<file path="config.mk">
export PLATFORM = sky130hd
export DESIGN_NAME = l2_evict_buffer
export DESIGN_NICKNAME = d
export VERILOG_FILES = /design/src/rtl/l2_evict_buffer.sv
export SDC_FILE = /design/constraint.sdc
export NUM_CORES = 2
export LEC_CHECK = 0
export BUFFER_PORTS_ARGS = -buffer_cell sky130_fd_sc_hd__buf_2
export CORE_AREA = 2 2 350 352
export CTS_BUF_LIST = sky130_fd_sc_hd__clkbuf_8
export DETAILED_ROUTE_END_ITERATION = 6
export DIE_AREA = 0 0 352 354
export PLACE_DENSITY_LB_ADDON = 0.08
export SETUP_SLACK_MARGIN = 0.5
export SLEW_MARGIN = 0
export SYNTH_ARGS = -nofsm -noshare
export SYNTH_HDL_FRONTEND = slang
export SYNTH_SLANG_ARGS = --single-unit
</file>
<file path="constraint.sdc">
create_clock -name clk -period 16.9 [get_ports clk]
set_input_delay 1.69 -clock clk [delete_from_list [all_inputs] [get_ports clk]]
set_output_delay 1.69 -clock clk [all_outputs]
set_load 0.02 [all_outputs]
</file>
<file path="src/rtl/l2_evict_buffer.sv">
// l2_evict_buffer: multi-entry L2 eviction write buffer with tag-CAM forwarding,
// enqueue-time coalescing and a hold-able drain to pmem.
module l2_evict_buffer #(
  parameter int DEPTH    = 4,
  parameter int LINE_W   = 256,
  parameter int OFFSET_W = 5,
  localparam int TAG_W   = 32 - OFFSET_W,
  localparam int PW      = $clog2(DEPTH),
  localparam int CW      = PW + 1
) (
  input  logic              clk,
  input  logic              rst_n,
  input  logic              enq_valid_i,
  output logic              enq_ready_o,
  input  logic [TAG_W-1:0]  enq_tag_i,
  input  logic [LINE_W-1:0] enq_data_i,
  input  logic              lookup_i,
  input  logic [TAG_W-1:0]  lookup_tag_i,
  output logic              hit_o,
  output logic [LINE_W-1:0] hit_data_o,
  input  logic              hold_i,
  output logic [31:0]       pmem_address,
  output logic [LINE_W-1:0] pmem_wdata,
  output logic              pmem_write,
  input  logic              pmem_resp,
  output logic [CW-1:0]     count_o,
  output logic              empty_o
);
  typedef enum logic {IDLE, WRITE} state_e;
  state_e              state_q;
  logic [DEPTH-1:0]    valid_q;
  logic [TAG_W-1:0]    tag_q [DEPTH];
  logic [LINE_W-1:0]   data_q [DEPTH];
  logic [PW-1:0]       head_q, tail_q, coal_idx, lk_idx, wr_idx;
  logic [CW-1:0]       count_q;
  logic                coal_hit, lk_young, head_match, enq_fire, alloc, pop, head_coal;
  // The entry currently being written to pmem is excluded from coalescing so the
  // in-flight data stays stable; lookups prefer the younger copy of a tag.
  always_comb begin
    coal_hit = 1'b0;
    coal_idx = '0;
    lk_young = 1'b0;
    lk_idx   = '0;
    for (int i = 0; i < DEPTH; i++) begin
      if (valid_q[i] && !(pmem_write && PW'(i) == head_q)) begin
        if (tag_q[i] == enq_tag_i) begin
          coal_hit = 1'b1;
          coal_idx = PW'(i);
        end
        if (tag_q[i] == lookup_tag_i) begin
          lk_young = 1'b1;
          lk_idx   = PW'(i);
        end
      end
    end
  end
  assign head_match  = valid_q[head_q] && tag_q[head_q] == lookup_tag_i;
  assign hit_o       = lookup_i && (lk_young || head_match);
  assign hit_data_o  = !hit_o ? '0 : lk_young ? data_q[lk_idx] : data_q[head_q];
  assign enq_ready_o = (count_q < CW'(DEPTH)) | coal_hit;
  assign enq_fire    = enq_valid_i & enq_ready_o;
  assign alloc       = enq_fire & ~coal_hit;
  assign pop         = (state_q == WRITE) & pmem_resp;
  assign wr_idx      = coal_hit ? coal_idx : tail_q;
  assign head_coal   = enq_fire & coal_hit & (coal_idx == head_q);
  assign count_o     = count_q;
  assign empty_o     = count_q == '0;
  always_ff @(posedge clk) begin
    if (enq_fire) begin
      tag_q[wr_idx]  <= enq_tag_i;
      data_q[wr_idx] <= enq_data_i;
    end
  end
  always_ff @(posedge clk or negedge rst_n) begin
    if (!rst_n) begin
      valid_q      <= '0;
      head_q       <= '0;
      tail_q       <= '0;
      count_q      <= '0;
      state_q      <= IDLE;
      pmem_write   <= 1'b0;
      pmem_address <= '0;
      pmem_wdata   <= '0;
    end else begin
      if (alloc) valid_q[tail_q] <= 1'b1;
      if (pop) valid_q[head_q] <= 1'b0;
      head_q  <= head_q + PW'(pop);
      tail_q  <= tail_q + PW'(alloc);
      count_q <= count_q + CW'(alloc) - CW'(pop);
      if (state_q == IDLE) begin
        if (count_q != '0 && !hold_i) begin
          state_q      <= WRITE;
          pmem_write   <= 1'b1;
          pmem_address <= {tag_q[head_q], {OFFSET_W{1'b0}}};
          // A coalesce into the head on the launch cycle must not be lost.
          pmem_wdata   <= head_coal ? enq_data_i : data_q[head_q];
        end
      end else if (pmem_resp) begin
        state_q    <= IDLE;
        pmem_write <= 1'b0;
      end
    end
  end
endmodule

</file>
After elaboration in Yosys (flattened, before gate mapping)
Memory sizes are Yosys's and may differ from the RTL's.
Index checks and enable logic that the tools add are counted.
{"block": "word_totals", "reg_bits": 296, "latchBits": 0, "mem_bits_rw": 1132, "romBits": 0, "in_bits": 316, "memories": 2}
{"name": "data_q", "depth": 4, "word_bits": 256, "rd": 2, "rd_ports_with_merged_regs": 0, "write_ports": 1, "line_no": "33", "rtl": "logic [LINE_W-1:0] data_q [DEPTH];"}
{"name": "tag_q", "depth": 4, "word_bits": 27, "rd": 5, "rd_ports_with_merged_regs": 0, "write_ports": 1, "line_no": "32", "rtl": "logic [TAG_W-1:0] tag_q [DEPTH];"}
{"block": "op_classes", "add_sub_neg": 4, "mul": 0, "div": 0, "magnitude_cmp": 5, "eq_ne": 14, "shifts": 0, "muxes": 48, "n_bitwise": 11, "reduce_logical": 25}
{"op": "2-to-1 mux 256 bit", "count": 3}
{"op": "== test 27 bit", "count": 9}
{"op": "2-to-1 mux 1 bit", "count": 31}
{"op": "2-to-1 mux 2 bit", "count": 9}
{"op": "logical AND 1 bit", "count": 13}
{"op": "2-to-1 mux 4 bit", "count": 2}
{"op": "< comparator 2 x 3 -> 1 bit, second input constant", "count": 2}
{"op": "AND 1 bit", "count": 5}
{"op": "logical NOT 1 bit", "count": 5}
{"op": "adder 2 x 1 -> 2 bit", "count": 2}
{"op": "AND 4 bit", "count": 1}
{"op": "demux 1 bit (select 2 bit)", "count": 2}
{"op": "== test 2 bit, first input constant", "count": 2}
{"op": "greater-or-equal comparator 2 x 1 -> 1 bit, second input constant", "count": 2}
{"op": "inverter 4 bit", "count": 1}
{"op": "bitwise OR 4 bit", "count": 1}
{"op": "AND reduction 2 bit", "count": 2}
{"op": "adder 3 x 1 -> 3 bit", "count": 1}
{"op": "logical NOT 3 bit", "count": 1}
{"op": "< comparator 3 bit, second input constant", "count": 1}
{"op": "nonzero test 3 bit", "count": 1}
{"op": "subtractor 3 x 1 -> 3 bit", "count": 1}
{"op": "binary-select mux 1 bit (select 2 bit)", "count": 1}
{"op": "== test 1 x 2 -> 1 bit, first input constant", "count": 1}
{"op": "other kinds (7)", "count": 8}

Depth between registers and ports, before layout
{"block": "logic_depth", "word_depth": 17, "mapped_depth": 14}

Least setup slack after synthesis
Ideal clock, no wire load.
{"block": "synth_timing", "kind": "input to register", "start": "input enq_tag_i[1]", "end": "memory data_q[0][0] (enable)", "arrival_time_ns": 15.122, "required_ns": 15.967, "slack_ns": 0.845, "cell_stages": 8, "path_buffers": 1, "cell_sequence": "clkbuf_1 > xnor2_1 > nand4_1 > or4_1 > or4_1 > a21oi_1 > o22ai_1 > nor2_1"}
{"block": "synth_via", "elab_chain_len": 13, "elab_cells_between_ends": 23, "cone_classes": "4 x eq/ne; 17 x mux; 2 x bitwise"}
{"element": "start, declared", "line_no": "15", "rtl": "input logic [TAG_W-1:0] enq_tag_i,"}
{"element": "== test 27 bit", "line_no": "46", "rtl": "if (tag_q[i] == enq_tag_i) begin"}
{"element": "2-to-1 mux 1 bit", "line_no": "46"}
{"element": "2-to-1 mux 1 bit", "line_no": "45", "rtl": "if (valid_q[i] && !(pmem_write && PW'(i) == head_q)) begin"}
{"element": "2-to-1 mux 1 bit", "line_no": "46"}
{"element": "2-to-1 mux 1 bit", "line_no": "45"}
{"element": "2-to-1 mux 1 bit", "line_no": "46"}
{"element": "2-to-1 mux 1 bit", "line_no": "45"}
{"element": "2-to-1 mux 1 bit", "line_no": "46"}
{"element": "2-to-1 mux 1 bit", "line_no": "45"}
{"element": "bitwise OR 1 bit", "line_no": "60", "rtl": "assign enq_ready_o = (count_q < CW'(DEPTH)) | coal_hit;"}
{"element": "AND 1 bit", "line_no": "61", "rtl": "assign enq_fire = enq_valid_i & enq_ready_o;"}
{"element": "2-to-1 mux 1 bit", "line_no": "69", "rtl": "if (enq_fire) begin"}
{"element": "2-to-1 mux 1 bit (not written as such)", "line_no": "71", "rtl": "data_q[wr_idx] <= enq_data_i;"}
{"element": "end, declared", "line_no": "33"}
Parallel ways exist; a longest one is shown, timed or not.

Worst setup path after layout
{"block": "layout_timing", "start": "register head_q[0]", "end": "output hit_data_o[116]"}
{"block": "layout_via", "elab_chain_len": 14, "elab_cells_between_ends": 38, "cone_classes": "4 x eq/ne; 16 x mux; 16 x reduce/logical; 2 x memory"}
{"element": "start, declared", "line_no": "34", "rtl": "logic [PW-1:0] head_q, tail_q, coal_idx, lk_idx, wr_idx;"}
{"element": "start signal, assigned", "line_no": "87", "rtl": "head_q <= head_q + PW'(pop);"}
{"element": "branches (longest 13 deep; another with memory (4 x 256 bit))"}
{"element": "2-to-1 mux 256 bit *", "line_no": "59", "rtl": "assign hit_data_o = !hit_o ? '0 : lk_young ? data_q[lk_idx] : data_q[head_q];"}
{"element": "end, declared", "line_no": "20", "rtl": "output logic [LINE_W-1:0] hit_data_o,"}
Mark *: on every way between the ends. The select of a mux whose other input is x is not followed.

==> flow_results.org <==
** Status
- The run finished with clean final reports.

** Floorplanning
- Initial core utilization :: 54.5%
- The die covers around 120000 sq um.
- The floorplan step set the die height to between 300 and 400 microns.
- The die is 352 microns wide.
- Rows :: roughly 130
- Area of the placeable core :: ~120000 sq um
- # IOs :: ~870

** Synthesis
- The mapped netlist covers about 66000 sq um.
- FFs w/ async S/R, synth :: 20.7%
- The commonest cells after synthesis are edfxtp_1, a21oi_1, nor2_1, mux2i_1, dfrtp_1.
- For this run, the number of Yosys warnings is 0.
- Synthesis handed over a netlist of between 4000 and 5000 instances.
- Flip-flop and latch count after synthesis :: 1428
- A synthesized cell averages around 15 sq um.
- Sorting the synthesized cells by area gives the leading types as edfxtp_1, dfrtp_1, mux4_2, mux2i_1, a21oi_1.
- Yosys mapped a number of flops with a built-in enable equal to 1132.
- Share of the synthesized area in the top cell type :: 51.6%
- Post-synthesis cell type count :: 55
- The most common cell in the synthesized netlist is edfxtp_1.
- Of all cell types, the one taking the most synthesized area is edfxtp_1.
- Sequential cells were found to cover between 60% and 70% of the synthesized design area.
- Flip-flop cell with the highest count after synthesis :: edfxtp_1

** Job
- Max_cap viols :: 0

** Global route
- Total grt overflow :: 0
- Met2 track demand over resource in global routing :: approximately 52%
- Pin count of the biggest net entering global routing :: 170
- The initial antenna violation count came to 77.
- The number of global-route vias before repair is about 45000.
- After global routing, the most crowded layer is met2.
- Global routing used approximately 34% of the available tracks.
- Met3 Resource Use GR :: about 9.9%
- Met1 demand-to-capacity share in global routing :: 45.4%
- Wire length of the first global-routing pass :: between 300 and 400 mm

** Clocking
- The H-tree was split into 4 levels.
- Number of gates resized after CTS :: 0
- Post-CTS setup repair buffer count :: 0
- Counting along the longest clock path gives a buffer depth of 3.
- The number of clock buffers added by TritonCTS is 228.
- Clock-pin slew reported for the worst setup and hold paths after clock tree synthesis :: roughly 60 ps
- For the worst-skew pair, the clock arrives at the later sink with an insertion delay of roughly 960 ps.
- # hold bufs at CTS :: 0
- # clock sinks :: around 1400
- TritonCTS built the clock tree.
- The tree is rooted in a clkbuf_8.

** Timing
- On the final layout, the worst clock skew is about 37 ps.
- Tcrit/Tclk final :: around 55%
- The final max-slew violation count was 0.
- FMAX :: around 110 MHz
- Transition time at the pin with the least slew margin :: ~1200 ps
- Number of endpoints failing setup at the final stage :: 0
- Headroom to the max-slew limit came out at roughly 16%.
- After routing, the total negative slack on setup checks comes to 0 ps.
- Setup repair after global routing left no endpoint under its margin.
- The final number of hold-violating endpoints came to 0.
- The routed design could run at a clock period as short as about 9300 ps.

** Layout
- Compared with the post-synthesis result, the final layout area differs by 15.0%.
- Layout net count :: 5550
- The filler cells instantiated in the layout total between 9000 and 10000.
- Layout cells sized above 1 :: 29.6%

** Setup path
- The slowest stage of the critical path is the buf_4 cell.
- R2r worst-path depth :: 11
- Register-to-Register Setup Slack :: 10250 ps
- Worst path buffer plus inverter count :: 5
- On the critical path the largest part of the delay comes from buffers and inverters.
- Max incr delay on CP :: between 800 and 900 ps
- STA classifies the critical path startpoint as a register.
- Critical Path Source :: head_q[0]
- Maximum fanout along the worst path :: between 60 and 70
- In this run the critical register-to-register path is captured at pmem_wdata[71].
- At the worst endpoint, the arrival time is 7620 ps.
- CP Cell Sequence :: buf_4 > buf_4 > mux4_2 > xnor2_1 > nand4_1 > nor4_1 > nand4_1 > nand2_1 > nand2_4 > buf_4 > buf_4 > a21oi_1 > buf_2
- The worst setup path is captured at an output port.
- By instance count, the cell type seen most on the critical path is buf_4.
- The critical path is of the register to output port type.
- The startpoint identified for the worst register-to-register timing path is head_q[0].
- At the worst endpoint, the required time is ~15000 ps.

** Routing
- Wire length per cell :: between 30 and 40 microns
- The detailed router finished its first iteration with between 5000 and 6000 violations.
- WL final :: ~220 mm
- DRC violation count after routing :: 0
- The first detailed-routing pass took 6 iterations.
- Across all layers, the routed design uses roughly 46000 vias.
- Number of vias per cell after detailed routing :: between 6 and 7
- Routed Antenna Nets :: 0

** Power and ir drop
- Leakage dissipation :: between 20 and 30 nW
- Pwr/cell area :: 157 nW/um^2
- Worst IR Drop VDD :: 0.158 mV
- The design draws between 10 and 15 mW.

** Place
- Placer congestion estimate :: about 0.98
- Post-DP HPWL :: 136 mm
- Input/output buffers :: between 800 and 900

** Hold path
- Min-Delay Endpoint :: pmem_address[13]
- Worst Min Path Start :: pmem_address[13]
- Number of cells on the worst hold path :: 1
- In this run the worst hold path is classified as register to register.
## power breakdown
| group | switching [mW] | internal (mW) |
|---|---|---|
| registers | 0.456 | 4.60 |
| logic | 2.40 | 1.51 |
| clock network | 1.42 | 1.53 |
## sequential cells by signal, summed over array words and instances, names as in the netlist
name	count
valid_q	4
count_o	3
tail_q	2
pmem_write	1
head_q	2
pmem_wdata	256
data_q	1024
pmem_address	27
tag_q	108
state_q	1
## kinds of logic (layout without fill, tap and decap cells)
group / after synthesis / in the layout / share of synthesized area (%)
mux: 613 / 613 / 14.8
fa+ha+maj: 5 / 5 / 0.106
flops: 1428 / 1428 / 62.8
other cells: 1 / 57 / 0.00569
simple gates: 731 / 731 / 4.81
xor+xnor: 249 / 249 / 3.31
buf+inv: 415 / 1379 / 3.00
compound gates: 1023 / 1023 / 11.2
## worst max path at each step
| stage | cells after the start | slack [ps] | endpoint |
|---|---|---|---|
| CTS | 13 | 7480 | hit_data_o[115] |
| detailed placement | 12 | 8260 | hit_data_o[7] |
| global route | 13 | 7190 | hit_data_o[115] |
| floorplan | 8 | 850 | data_q[0][0] |
| finish | 13 | 7590 | hit_data_o[116] |
| global placement | 12 | 8240 | hit_data_o[52] |
## stage by stage
step                instances  hold slack (ps)  util [%]  area, sq um  setup WS (ps)
global route             7101              510      62.7        75800           7190
finish                   7110              503      62.7        75800           7590
global placement         6624              484      58.8        71100           8240
detailed placement       6624              492      58.8        71100           8260
floorplan                4469              471         -        65900            845
CTS                      7058              505      62.6        75700           7480
## cell type report
| type | instances | area [sq um] | area share [%] |
|---|---|---|---|
| repair buffers | 935 | 4950 | 6.53 |
| flip-flops and latches | 1428 | 41400 | 54.6 |
| multi-input cells | 2626 | 22600 | 29.9 |
| well taps | 1625 | 2030 | 2.68 |
| diodes | 52 | 130 | 0.172 |
| inverters | 10 | 37.5 | 0.0495 |
| clock buffers | 279 | 3840 | 5.07 |
| clock inverters | 155 | 757 | 0.999 |
## cells in the final DEF, fill, tap and decap left out, types with 233 or more instances in the layout
master / count
clkbuf_8: 279
o221ai_1: 233
nor2_1: 318
edfxtp_1: 1132
a221o_1: 233
mux4_2: 284
a21oi_1: 515
mux2i_1: 302
buf_2: 860
dfrtp_1: 294
nand2_1: 259
## layer usage
metal / share of wire [%] / wire, microns
met5: 0.13 / 279
met4: 4.6 / 9920
met3: 11 / 23000
met2: 47 / 102000
met1: 38 / 82600
Power figures use the tool's default switching activity.
